`src/rtl/sad_pkg.sv`:
```
// sad_pkg
// Shared definitions for the SAD block accumulator.
//   PIX_W_DEF / BLK_N_DEF : default pixel width and maximum pairs per block
//   sad_acc_w()           : result width that cannot overflow for a full block
//   state_t               : controller states
package sad_pkg;

  localparam int PIX_W_DEF = 8;
  localparam int BLK_N_DEF = 16;

  // A block of blk_n absolute differences, each below 2**pix_w, sums to
  // less than 2**(pix_w + clog2(blk_n)).
  function automatic int sad_acc_w(input int pix_w, input int blk_n);
    return pix_w + $clog2(blk_n);
  endfunction

  typedef enum logic [2:0] {
    IDLE    = 3'd0,
    ACCUM   = 3'd1,
    DRAIN   = 3'd2,
    RESOLVE = 3'd3,
    OUT     = 3'd4
  } state_t;

endpackage

```
`src/rtl/sad_csa_row.sv`:
```
// sad_csa_row
// Row of W independent 3:2 full-adder cells (carry-save adder), purely
// combinational. No carry ripples between bit positions.
//   x, y, z : three W-bit addends
//   s       : per-bit sum     (x ^ y ^ z)
//   c       : per-bit carry   (majority of x, y, z), weight 2 relative to s
module sad_csa_row #(
  parameter int W = 12
) (
  input  logic [W-1:0] x,
  input  logic [W-1:0] y,
  input  logic [W-1:0] z,
  output logic [W-1:0] s,
  output logic [W-1:0] c
);

  assign s = x ^ y ^ z;
  assign c = (x & y) | (x & z) | (y & z);

endmodule

```
`src/rtl/sad_block_accumulator.sv`:
```
// sad_block_accumulator
// Streaming sum-of-absolute-differences engine. Pixel pairs arrive over a
// valid/ready handshake; |a-b| is registered, then folded into a carry-save
// accumulator. At block end a single carry-propagate add produces out_sad.
//   clk, rst_n          : clock, async active-low reset
//   in_valid/in_ready   : input pair handshake (in_ready from state only)
//   in_a, in_b, in_last : pixel pair, last pair of block
//   out_valid/out_ready : result handshake
//   out_sad             : block SAD
//
// state   | meaning
// IDLE    | CS registers clear, waiting for first pair of a block
// ACCUM   | accepting pairs, folding previous |a-b| into CS registers
// DRAIN   | folding the final |a-b|, no input accepted
// RESOLVE | carry-propagate add of sum_r and shifted carry_r into out_sad
// OUT     | result held until consumer accepts it
module sad_block_accumulator
  import sad_pkg::*;
#(
  parameter int PIX_W = PIX_W_DEF,
  parameter int BLK_N = BLK_N_DEF,
  parameter int ACC_W = sad_acc_w(PIX_W, BLK_N)
) (
  input  logic             clk,
  input  logic             rst_n,
  input  logic             in_valid,
  output logic             in_ready,
  input  logic [PIX_W-1:0] in_a,
  input  logic [PIX_W-1:0] in_b,
  input  logic             in_last,
  output logic             out_valid,
  input  logic             out_ready,
  output logic [ACC_W-1:0] out_sad
);

  localparam int CNT_W = $clog2(BLK_N);

  state_t           state;
  logic [PIX_W-1:0] ad_r;
  logic             ad_vld_r;
  logic [CNT_W-1:0] cnt_r;
  logic [ACC_W-1:0] sum_r;
  logic [ACC_W-1:0] carry_r;

  logic             accept;
  logic             blk_end;
  logic [PIX_W-1:0] ad_now;
  logic [ACC_W-1:0] carry_sh;
  logic [ACC_W-1:0] ad_ext;
  logic [ACC_W-1:0] csa_s;
  logic [ACC_W-1:0] csa_c;
  logic             carry_msb_unused;

  assign in_ready = (state == IDLE) || (state == ACCUM);
  assign accept   = in_valid && in_ready;
  assign ad_now   = (in_a >= in_b) ? (in_a - in_b) : (in_b - in_a);
  // Implicit end on the BLK_N-th beat: counter is about to wrap.
  assign blk_end  = in_last || (cnt_r == CNT_W'(BLK_N - 1));

  // The carry MSB would shift out of the ACC_W window; it is zero because
  // the true total never exceeds ACC_W bits.
  assign carry_sh         = {carry_r[ACC_W-2:0], 1'b0};
  assign carry_msb_unused = carry_r[ACC_W-1];
  assign ad_ext           = ACC_W'(ad_r);

  sad_csa_row #(
    .W (ACC_W)
  ) u_csa (
    .x (sum_r),
    .y (carry_sh),
    .z (ad_ext),
    .s (csa_s),
    .c (csa_c)
  );

  always_ff @(posedge clk or negedge rst_n) begin
    if (!rst_n) begin
      state     <= IDLE;
      ad_r      <= '0;
      ad_vld_r  <= 1'b0;
      cnt_r     <= '0;
      sum_r     <= '0;
      carry_r   <= '0;
      out_valid <= 1'b0;
      out_sad   <= '0;
    end else begin
      // ad_r is folded one edge after it loads, so a pair accepted in the
      // same cycle overlaps with the previous pair's fold.
      if (ad_vld_r) begin
        sum_r   <= csa_s;
        carry_r <= csa_c;
      end
      ad_vld_r <= accept;
      if (accept) begin
        ad_r  <= ad_now;
        cnt_r <= cnt_r + CNT_W'(1);
      end

      case (state)
        IDLE, ACCUM: begin
          if (accept) state <= blk_end ? DRAIN : ACCUM;
        end
        DRAIN: begin
          state <= RESOLVE;
        end
        RESOLVE: begin
          out_sad   <= sum_r + carry_sh;
          out_valid <= 1'b1;
          state     <= OUT;
        end
        OUT: begin
          if (out_ready) begin
            out_valid <= 1'b0;
            sum_r     <= '0;
            carry_r   <= '0;
            cnt_r     <= '0;
            state     <= IDLE;
          end
        end
        default: state <= IDLE;
      endcase
    end
  end

endmodule

```
`config.mk`:
```
export PLATFORM = sky130hd
export DESIGN_NAME = sad_block_accumulator
export DESIGN_NICKNAME = d
export VERILOG_FILES = /design/src/rtl/sad_pkg.sv /design/src/rtl/sad_csa_row.sv /design/src/rtl/sad_block_accumulator.sv
export SDC_FILE = /design/constraint.sdc
export NUM_CORES = 1
export LEC_CHECK = 0
export ABC_AREA = 1
export BUFFER_PORTS_ARGS = -buffer_cell sky130_fd_sc_hd__buf_2
export CAP_MARGIN = 5
export CORE_MARGIN = 2
export CORE_UTILIZATION = 67
export CTS_BUF_LIST = sky130_fd_sc_hd__clkbuf_8
export DETAILED_ROUTE_END_ITERATION = 16
export PLACE_DENSITY = 0.89
export SYNTH_ARGS = -nofsm -noshare
export SYNTH_HDL_FRONTEND = slang
export SYNTH_SLANG_ARGS = --single-unit
```
`constraint.sdc`:
```
create_clock -name clk -period 3.44 [get_ports clk]
set_input_delay 0.688 -clock clk [delete_from_list [all_inputs] [get_ports clk]]
set_output_delay 0.688 -clock clk [all_outputs]
set_load 0.02 [all_outputs]
```
==> results.ini <==
[critical_path]
slowest_delay_ps = 410
start_kind = primary input
critPathKind = primary input to register
worstPathArrival_ps = 2230
crit_fanout = 8
cp_data_required_time_ps = 3690
worst_setup_path_end_kind = register
cpMaxStageDelayCell = fa_1
path_cells = buf_2 -> inv_1 -> ha_1 -> fa_1 -> inv_1 -> nand2_1 -> nand2_1 -> nand3_2 -> nand3_4 -> nand3_1 -> nand2_1 -> nand2_1 -> nand2_1
worst_path_most_repeated_cell = nand2_1

[clocking]
root_buffer = clkbuf_8
cts_max_path_buffers = 2
clkSinkCount = 52
cts_buffers = 5
clkLatencyLatePin_ps = 310
cts_resized = 0
cts_setup_buffers = 0
cts_hold_buf = 0
clk_pin_slew_worst_paths_ps = 90
cts-htree-levels = 2
cts_tree = built

[placed_design]
gp_congestion = 0.901
place_inst = 598
io_buffers = 34
dpl.hpwl_um = 6000

[floorplan]
design.portCount = 35
core_mm2 = 0.00547
die-width_um = 79.1
die_h_um = 79.1
die_area_mm2 = 0.00625
rows = 27
start_util_pct = 69.0

[cells_and_area]
area_growth_pct = 7.82
diodes = 0
drive_gt1_share_pct = 12.2
nets = 591
finalNonFillerCells = 606
layout_common_cells = nand2_1, inv_1, dfrtp_1
final_common_cell = nand2_1

[logic_synthesis]
synth_seq_cells = 52
synth_warnings = 0
synth.avg_cell_area_um2 = 7.52
ys_types = 39
syn_area_mm2 = 0.00377
syn_inst = 502
syn_nets = 560
seq_area_frac_synth_pct = 34.5

[status]
status = finished clean

[power_and_ir_drop]
p_leak_nw = 2.31
power_density_mw_per_mm2 = 844
vdd_drop_max_uv = 390

[timing]
final-hold-violation-count = 0
tightest_slew_ps = 766
drv_slew = 0
clock_skew_ps = 12.0
fmax_mhz = 503
setup_viol_count_final = 0
whs_ps = 401
min_period_ps = 1990
min_period_over_period_pct = 57.8
timing.slew.headroom_pct = 48.8
tns_ps = 0
rsz0062_at_grt = false

[drt]
drt_drc_violations_left = 0
drt_iter0_markers = 262
drt-vias-per-instance = 5.42
drtAntennaViolNets = 0
postRouteWirelength_um = 7830
dr_total_vias = 3283
dr.pass1.iters = 5
wl_per_cell_um = 12.9

[grt]
grt_pass1_vias = 3159
grt_overflow = 0
grt_pass1_wl_um = 13300
antenna_found_initial = 0
grt_max_degree = 32
track_usage_pct = 26.7

[hold_path]
hold_class = primary input to asynchronous set/reset pin

[flow_run]
maxCapViolCount = 0

[power breakdown]
| group | total, mW | internal [mW] | switching, mW |
|---|---|---|---|
| Sequential | 1.10 | 0.909 | 0.194 |
| Combinational | 1.97 | 0.714 | 1.25 |
| Clock | 0.366 | 0.161 | 0.205 |
[stage by stage]
step	setup slack, ps	total power, mW	util (%)	area [um^2]
after floorplan	1410	2.58	-	3770
after global routing	1350	3.78	74.4	4070
final	1450	3.44	74.4	4070
after detailed placement	1150	3.04	72.7	3980
after global placement	1250	2.93	72.7	3980
after CTS	1460	3.41	74.4	4070
[per-layer routing]
metal	part of all wire, %	up-vias	global-route usage [%]	wire (um)
met5	0	-	0	0
met4	1.6	0	10.3	129
met3	4.9	17	3.86	380
met2	51	116	48.4	3990
met1	43	1529	32.0	3330
li1	-	1621	-	-
[state kept, by name (all words and copies together) (netlist names)]
name / cells
ad_r: 8
carry_r: 11
ad_vld_r: 1
out_valid: 1
state: 3
cnt_r: 4
out_sad: 12
sum_r: 12
[cells in the mapped netlist (all sizes together)]
cell	n	area (um^2)
a21oi	21	116
a31o	1	8.76
a31oi	2	12.5
buf	5	37.5
clkbuf	7	36.3
clkinv	1	3.75
dfrtp	52	1300
fa	10	200
ha	27	338
inv	109	409
mux2	1	11.3
nand2	141	544
nand3	32	193
nand3b	1	7.51
nand4	5	37.5
nor2	26	136
nor3	1	10.0
nor3b	1	7.51
nor4	1	6.26
o211ai	11	82.6
o21ai	34	170
o21bai	1	7.51
o22ai	1	6.26
or2	2	12.5
xnor2	4	35.0
xor2	5	43.8
[critical path, delay by kind of cell]
family	cells	cell delay [ps]
buffers and inverters	3	210
adder cells (fa/ha/maj)	2	630
AND/OR/NAND/NOR	8	700
[cell type report]
| class | count | area (um^2) |
|---|---|---|
| Clock inverter | 2 | 11.3 |
| Fill cell | 422 | 1400 |
| Inverter | 110 | 413 |
| Clock buffer | 6 | 82.6 |
| Timing Repair Buffer | 36 | 185 |
| Sequential cell | 52 | 1300 |
| Tap cell | 72 | 90.1 |
| Multi-Input combinational cell | 328 | 1990 |
[final timing paths]
kind / from / to / slack [ps] / depth (start not counted)
max in group asynchronous: rst_n / out_sad[8] / 2310 / 2
worst max register to register: state[2] / out_sad[8] / 1550 / 4
min in group clk: out_sad[9] / out_sad[9] / 480 / 2
worst min-delay path: rst_n / cnt_r[2] / 400 / 1
worst max-delay path: in_a[0] / ad_r[7] / 1450 / 13
worst min register to register: out_sad[9] / out_sad[9] / 480 / 2
[kinds of logic after synthesis]
group | synth area share [%]
AND/OR/NAND/NOR | 25.3
XOR/XNOR | 2.09
adder cells (fa/ha/maj) | 14.3
multiplexers | 0.298
buffers and inverters | 12.9
AO/OA/AOI/OAI | 10.7
flip-flops | 34.5
No activity file was read; power rests on OpenSTA's default activity.
